===== src/rtl/tdm_pkg.sv =====
// Shared types and sizing for the 32-slot TDM transmitter.
package tdm_pkg;
    typedef enum logic [1:0] {IDLE, SEND, DONE} state_t;

    localparam int SLOTS = 32;
    localparam int SEL_W = 5;

    function automatic int cnt_width(input int div);
        return (div > 1) ? $clog2(div) : 1;
    endfunction
endpackage


===== src/rtl/tdm_mux32_tx_slot_timer.sv =====
// Slot prescaler: counts 0..CLK_DIV-1 while enabled and flags the last cycle of a slot.
module slot_timer
    import tdm_pkg::*;
#(
    parameter int CLK_DIV = 1
) (
    input  logic clk,
    input  logic rst,
    input  logic clear,
    input  logic enable,
    output logic slot_end
);
    localparam int CNT_W = cnt_width(CLK_DIV);
    localparam logic [CNT_W-1:0] TC = CNT_W'(CLK_DIV - 1);

    logic [CNT_W-1:0] cnt_q, cnt_d;

    assign slot_end = enable && (cnt_q == TC);

    always_comb begin
        cnt_d = cnt_q;
        if (clear) begin
            cnt_d = '0;
        end else if (enable) begin
            cnt_d = slot_end ? '0 : cnt_q + CNT_W'(1);
        end
    end

    always_ff @(posedge clk) begin
        if (rst) begin
            cnt_q <= '0;
        end else begin
            cnt_q <= cnt_d;
        end
    end
endmodule


===== src/rtl/tdm_mux32_tx.sv =====
// 32-to-1 TDM transmitter: latches a word on handshake and sends it LSB first, one bit per slot.
// state | meaning
// IDLE  | in_ready high, waiting for in_valid
// SEND  | driving slot sel with y = latched bit[sel]
// DONE  | one-cycle done pulse, sel back to 0
module tdm_mux32_tx
    import tdm_pkg::*;
#(
    parameter int CLK_DIV = 1
) (
    input  logic             clk,
    input  logic             rst,
    input  logic             in_valid,
    output logic             in_ready,
    input  logic [31:0]      in_data,
    output logic             y,
    output logic [SEL_W-1:0] sel,
    output logic             slot_valid,
    output logic             frame_start,
    output logic             done
);
    state_t           state_q, state_d;
    logic [SLOTS-1:0] shift_q, shift_d;
    logic [SEL_W-1:0] sel_q, sel_d;
    logic             y_q, y_d;
    logic             slot_valid_q, slot_valid_d;
    logic             frame_start_q, frame_start_d;
    logic             done_q, done_d;
    logic             slot_end;
    logic             accept;

    slot_timer #(.CLK_DIV(CLK_DIV)) u_slot_timer (
        .clk      (clk),
        .rst      (rst),
        .clear    (state_q != SEND),
        .enable   (state_q == SEND),
        .slot_end (slot_end)
    );

    assign in_ready = (state_q == IDLE) && !rst;
    assign accept   = in_valid && in_ready;

    always_comb begin
        state_d       = state_q;
        shift_d       = shift_q;
        sel_d         = sel_q;
        y_d           = 1'b0;
        slot_valid_d  = 1'b0;
        frame_start_d = 1'b0;
        done_d        = 1'b0;
        case (state_q)
            IDLE: begin
                if (accept) begin
                    state_d       = SEND;
                    shift_d       = in_data;
                    sel_d         = '0;
                    y_d           = in_data[0];
                    slot_valid_d  = 1'b1;
                    frame_start_d = 1'b1;
                end
            end
            SEND: begin
                slot_valid_d = 1'b1;
                y_d          = shift_q[0];
                if (slot_end) begin
                    if (sel_q == SEL_W'(SLOTS - 1)) begin
                        state_d      = DONE;
                        sel_d        = '0;
                        slot_valid_d = 1'b0;
                        y_d          = 1'b0;
                        done_d       = 1'b1;
                    end else begin
                        // shift_q[0] always holds bit[sel], so the next bit is shift_q[1]
                        sel_d   = sel_q + SEL_W'(1);
                        shift_d = {1'b0, shift_q[SLOTS-1:1]};
                        y_d     = shift_q[1];
                    end
                end
            end
            DONE: begin
                state_d = IDLE;
            end
            default: begin
                state_d = IDLE;
            end
        endcase
    end

    always_ff @(posedge clk) begin
        if (rst) begin
            state_q       <= IDLE;
            shift_q       <= '0;
            sel_q         <= '0;
            y_q           <= 1'b0;
            slot_valid_q  <= 1'b0;
            frame_start_q <= 1'b0;
            done_q        <= 1'b0;
        end else begin
            state_q       <= state_d;
            shift_q       <= shift_d;
            sel_q         <= sel_d;
            y_q           <= y_d;
            slot_valid_q  <= slot_valid_d;
            frame_start_q <= frame_start_d;
            done_q        <= done_d;
        end
    end

    assign y           = y_q;
    assign sel         = sel_q;
    assign slot_valid  = slot_valid_q;
    assign frame_start = frame_start_q;
    assign done        = done_q;
endmodule


===== config.mk =====
export PLATFORM = sky130hd
export DESIGN_NAME = tdm_mux32_tx
export DESIGN_NICKNAME = d
export VERILOG_FILES = /design/src/rtl/tdm_pkg.sv /design/src/rtl/tdm_mux32_tx_slot_timer.sv /design/src/rtl/tdm_mux32_tx.sv
export SDC_FILE = /design/constraint.sdc
export NUM_CORES = 1
export LEC_CHECK = 0
export ABC_AREA = 1
export BUFFER_PORTS_ARGS = -buffer_cell sky130_fd_sc_hd__buf_2
export CAP_MARGIN = 20
export CORE_MARGIN = 3
export CORE_UTILIZATION = 45
export CTS_CLUSTER_DIAMETER = 120
export CTS_CLUSTER_SIZE = 20
export DETAILED_ROUTE_END_ITERATION = 8
export PLACE_DENSITY = 0.67
export SYNTH_ARGS = -nofsm -noshare
export SYNTH_HDL_FRONTEND = slang
export SYNTH_SLANG_ARGS = --single-unit

===== constraint.sdc =====
create_clock -name clk -period 2.34 [get_ports clk]
set_clock_uncertainty 0.2 [all_clocks]
set_input_delay 0.468 -clock clk [delete_from_list [all_inputs] [get_ports clk]]
set_output_delay 0.468 -clock clk [all_outputs]
set_load 0.01 [all_outputs]

# ---- After elaboration in Yosys (flattened, before gate mapping)
# Cells that the tools add are included.
# Widths: inputs -> output; s select.
dict set report classes {
  n_bitwise 4
  n_eq_ne 7
  mux 22
  add_sub_neg 2
  n_reduce_logical 12
}
# op n
set op_table {}
lappend op_table {{$mux 32} 3}
lappend op_table {{$pmux 32 s2} 1}
lappend op_table {{$mux 5} 3}
lappend op_table {{$pmux 5 s2} 1}
lappend op_table {{$mux 1} 8}
lappend op_table {{$ne 2x2->1 const B} 4}
lappend op_table {{$mux 2} 3}
lappend op_table {{$reduce_and 3->1} 2}
lappend op_table {{$add 5x1->5 const B} 1}
lappend op_table {{$eq 5x5->1 const B} 1}
lappend op_table {{$not 1->1} 4}
lappend op_table {{$pmux 1 s2} 2}
lappend op_table {{$pmux 2 s2} 1}
lappend op_table {{$reduce_and 4->1} 1}
lappend op_table {{$reduce_or 2->1} 2}
lappend op_table {{$logic_and 1x1->1} 3}
lappend op_table {{$reduce_or 3->1} 1}
lappend op_table {{$eq 2x1->1 const B} 1}
lappend op_table {{$logic_not 2->1} 1}
lappend op_table {{$ne 2x1->1 const B} 1}
lappend op_table {{$reduce_bool 2->1} 1}
lappend op_table {{$add 1x1->1 const B} 1}
lappend op_table {{$logic_not 1->1} 1}
dict set report totals {
  inputBits 35
  word_cells 55
  output_inout_bits 10
  regBits 44
}

# ---- Longest topological paths before layout
dict set report depth {
  word_depth 5
  ltp_mapped 10
  ltp_nobuf 9
}

# ---- Modules after synthesis
# A second synthesis with hierarchy kept.
dict set report hier_totals {
  cells_unflattened 355
  hier_area_um2 2182.1
}
# module n_inst seq_area_each_um2 cells_per_inst area_per_inst_um2
set modules_own_cells {}
lappend modules_own_cells {tdm_mux32_tx 1 860.8 347 2135.8}
lappend modules_own_cells {slot_timer 1 20.0 8 46.3}

# ---- Worst setup path before layout
# No wires, ideal clock.
dict set report synth_timing {
  path_kind {reg-to-reg}
  start {register sel_q[0], in the netlist sel[0]}
  end {register shift_q[2]}
  setup_slack_ns 0.590
  setup_time_ns 0.113
  path_buffers 1
  path_stages_with_launch 11
  t_arrival_ns 1.437
  synth_period_minus_slack_ns 1.750
  t_required_ns 2.027
  cell_sequence {dfxtp_1 ha_1 nand2_1 nor2_1 ha_1 o21ai_2 nand2_4 buf_6 nand2_1 nand2_1 nor2_1}
}
dict set report synth_via {
  elab_chain_len 3
}
# element line
set synth_rtl {}
lappend synth_rtl {{start, declared} tdm_mux32_tx.sv:24} ;# logic [SEL_W-1:0] sel_q, sel_d;
lappend synth_rtl {{start signal, assigned} tdm_mux32_tx.sv:101} ;# sel_q <= sel_d;
lappend synth_rtl {{$eq 5x5->1} tdm_mux32_tx.sv:66} ;# if (sel_q == SEL_W'(SLOTS - 1)) begin
lappend synth_rtl {{$ne 2x2->1 (no source line)} --}
lappend synth_rtl {{$reduce_and 4->1 (no source line)} --}
lappend synth_rtl {{end signal, assigned} tdm_mux32_tx.sv:100} ;# shift_q <= shift_d;
lappend synth_rtl {{end, declared} tdm_mux32_tx.sv:23} ;# logic [SLOTS-1:0] shift_q, shift_d;
# No other way between the ends.
# A chain may end at the register's enable or synchronous reset.

# ---- Worst setup path after layout
dict set report layout_timing {
  start {register sel_q[0], in the netlist sel[0]}
  end {register shift_q[19]}
}
# Same word-level chain as after synthesis.

==> results.py <==
metrics = {
    "clock_network": {
        "ctsResizeCount": 0,
        "insertion_delay_ns": 0.30,
        "cts_buffers": 5,
        "cts.sinks": 44,
        "cts.path.max_buffers": 2,
        "hold_buffers": 0,
        "postCtsSetupBuffers": 0,
        "cts_tree": "yes",
        "clkTransAtPathRegs_ns": 0.08,
        "cts_max_level": 2,
        "cts-root-buf": "clkbuf_8",
    },
    "layout": {
        "nNetsFinal": 427,
        "fin_area_um2": 2530,
        "final_util_pct": 55.4,
        "nFillCells": 488,
        "multiInputGateArea_um2": 1040,
        "antennaDiodeCount": 0,
        "area_delta_synth_final_pct": 13.7,
        "drive_above_1_share_pct": 16.6,
        "register_area_um2": 881,
    },
    "timing": {
        "timing.final.max_slew_violations": 0,
        "whs_ns": 0.268,
        "rsz0062_at_grt": "false",
        "setup_viol": 0,
        "fin_crit_sh_pct": 83.1,
        "hold_viol_final": 0,
        "fmax_mhz": 515,
        "tns_ns": 0,
        "fin_crit_ns": 1.94,
    },
    "floorplanning": {
        "die_y_um": 76.3,
        "start_util_pct": 48.7,
        "fp.coreArea_um2": 4560,
        "ios": 45,
        "num_rows": 24,
        "die_w_um": 76.3,
        "die_area_um2": 5820,
    },
    "yosys": {
        "syn_inst": 350,
        "ys_seq_area_share_pct": 39.6,
        "postSynthRegisterBits": 44,
        "synth_fp_nets": 387,
        "syn_area_per_cell_um2": 6.35,
        "yosysWarnings": 0,
        "synth_cell_type_count": 25,
        "netlist_area_um2": 2220,
    },
    "worst_setup_path": {
        "max_stage_delay_ns": 0.42,
        "critPathSlowestCell": "dfxtp_1",
        "required_ns": 2.34,
        "worst_path_most_repeated_cell": "nand2_1",
        "arrival_ns": 1.94,
        "path_cells": "ha_1, nand2_1, nor2_1, ha_1, o21ai_2, nand2_4, buf_4, nand2_1, nand2_1, nor2_1",
        "path_buf_inv": 1,
        "critPathKind": "flip-flop to flip-flop",
        "crit_family": "adder cells",
        "start_kind": "flip-flop",
        "crit_path_end_kind": "flip-flop",
        "crit_fanout": 27,
    },
    "route": {
        "first_pass_iters": 4,
        "drc": 0,
        "ant_nets": 0,
        "num_vias": 2018,
        "wl_per_cell_um": 9.50,
        "drtIter0Drc": 93,
        "drt-total-wl_mm": 4.33,
        "viasPerCell": 4.43,
    },
    "power": {
        "ir_drop_mv": 0.391,
        "p_leak_nw": 1.35,
        "total_power_w": 0.00186,
        "cellPowerDensity_nw_per_um2": 738,
    },
    "run": {
        "cap_violations": 0,
    },
    "placement": {
        "place_area_um2": 2440,
        "portBuffers": 44,
        "hpwl_mm": 2.94,
        "gp_congestion": 0.812,
    },
    "global_routing": {
        "grt_pass1_wl_mm": 7.40,
        "grt_pass1_vias": 1771,
        "grt_max_degree": 37,
        "grt.overflow.total": 0,
        "antenna_found_initial": 0,
        "grt_util_all_layers_pct": 15.5,
    },
    "status": {
        "status": "completed",
    },
    "hold_path": {
        "min_path_type": "input pin to flip-flop",
    },
}
-- per-stage QoR --
step           setup WS (ns)  cells
6_report               0.396    456
3_3_place_gp           0.473    448
3_5_place_dp           0.407    448
2_1_floorplan          0.590    350
4_1_cts                0.405    456
5_1_grt                0.199    456
-- logic make-up after synthesis --
logic type / count (synthesis) / synth area share [%]
and+or+nand+nor: 208 / 37.1
AOI/OAI and AO/OA: 35 / 8.22
buffers and inverters: 60 / 13.7
adders and majority gates: 2 / 1.13
other: 1 / 0.169
DFF: 44 / 39.6
-- sequential cells by signal (all words and copies together), names as in the netlist --
name / count
done: 1
frame_start: 1
sel: 5
shift_q: 32
slot_valid: 1
state_q: 2
u_slot_timer.cnt_q: 1
y: 1
-- metal layers --
metal,GRT usage [%],routed length (µm),vias up
met5,0,0,-
met4,5.98,63,0
met3,5.56,167,5
met2,26.0,2040,25
met1,18.1,2060,862
li1,-,-,1126
-- cell usage in the layout, fill, tap and decap left out --
master | Yosys | routed
buf_4 | 1 | 5
buf_2 | 1 | 44
inv_2 | 2 | 2
buf_12 | 0 | 1
nand2_1 | 117 | 117
nor2_1 | 74 | 74
o21ai_1 | 6 | 6
a21oi_1 | 2 | 2
dfxtp_1 | 44 | 44
nor2_2 | 1 | 1
nand3_1 | 6 | 6
o21ai_0 | 25 | 25
inv_1 | 40 | 40
nor3_1 | 1 | 1
conb_1 | 1 | 1
nor4_1 | 2 | 2
clkbuf_1 | 5 | 2
nand2_4 | 1 | 1
o21ai_2 | 1 | 1
clkbuf_8 | 0 | 6
ha_1 | 2 | 2
clkinv_1 | 1 | 1
a21oi_2 | 1 | 1
nand2_2 | 2 | 2
nor2_4 | 1 | 1
nand4_1 | 3 | 3
-- worst paths after layout --
kind | startpoint | slack (ns) | endpoint | depth (start not counted)
worst min register to register | shift_q[31] | 0.27 | shift_q[31] | 2
worst min-delay path | rst | 0.27 | shift_q[31] | 2
worst max-delay path | sel[0] | 0.40 | shift_q[19] | 10
worst max register to register | sel[0] | 0.40 | shift_q[19] | 10
-- cells in the mapped netlist --
| cell type | instances | area (µm²) |
|---|---|---|
| nand2_1 | 117 | 439 |
| nor2_1 | 74 | 278 |
| dfxtp_1 | 44 | 881 |
| inv_1 | 40 | 150 |
| o21ai_0 | 25 | 125 |
| buf_6 | 10 | 113 |
| nand3_1 | 6 | 30.0 |
| o21ai_1 | 6 | 30.0 |
| clkbuf_1 | 5 | 18.8 |
| nand4_1 | 3 | 18.8 |
| a21oi_1 | 2 | 10.0 |
| ha_1 | 2 | 25.0 |
| inv_2 | 2 | 7.51 |
| nand2_2 | 2 | 12.5 |
| nor4_1 | 2 | 12.5 |
| a21oi_2 | 1 | 8.76 |
| buf_2 | 1 | 5.00 |
| buf_4 | 1 | 7.51 |
| clkinv_1 | 1 | 3.75 |
| conb_1 | 1 | 3.75 |
| nand2_4 | 1 | 11.3 |
| nor2_2 | 1 | 6.26 |
| nor2_4 | 1 | 11.3 |
| nor3_1 | 1 | 5.00 |
| o21ai_2 | 1 | 8.76 |
-- report_power, final --
| part | internal (W) | switching, W | total, W |
|---|---|---|---|
| Combinational | 0.000183 | 0.000314 | 0.000497 |
| Clock | 0.000241 | 0.000251 | 0.000492 |
| Sequential | 0.000843 | 0.0000323 | 0.000876 |
-- area by class of cell --
| cell class | count | share of cell area [%] |
|---|---|---|
| clock buffer | 8 | 3.56 |
| tap | 65 | 3.22 |
| sequential | 44 | 34.9 |
| timing repair buffer | 50 | 11.0 |
| inverter | 43 | 6.39 |
| multi-input combinational | 246 | 41.0 |
Power figures use the tool's default switching activity.
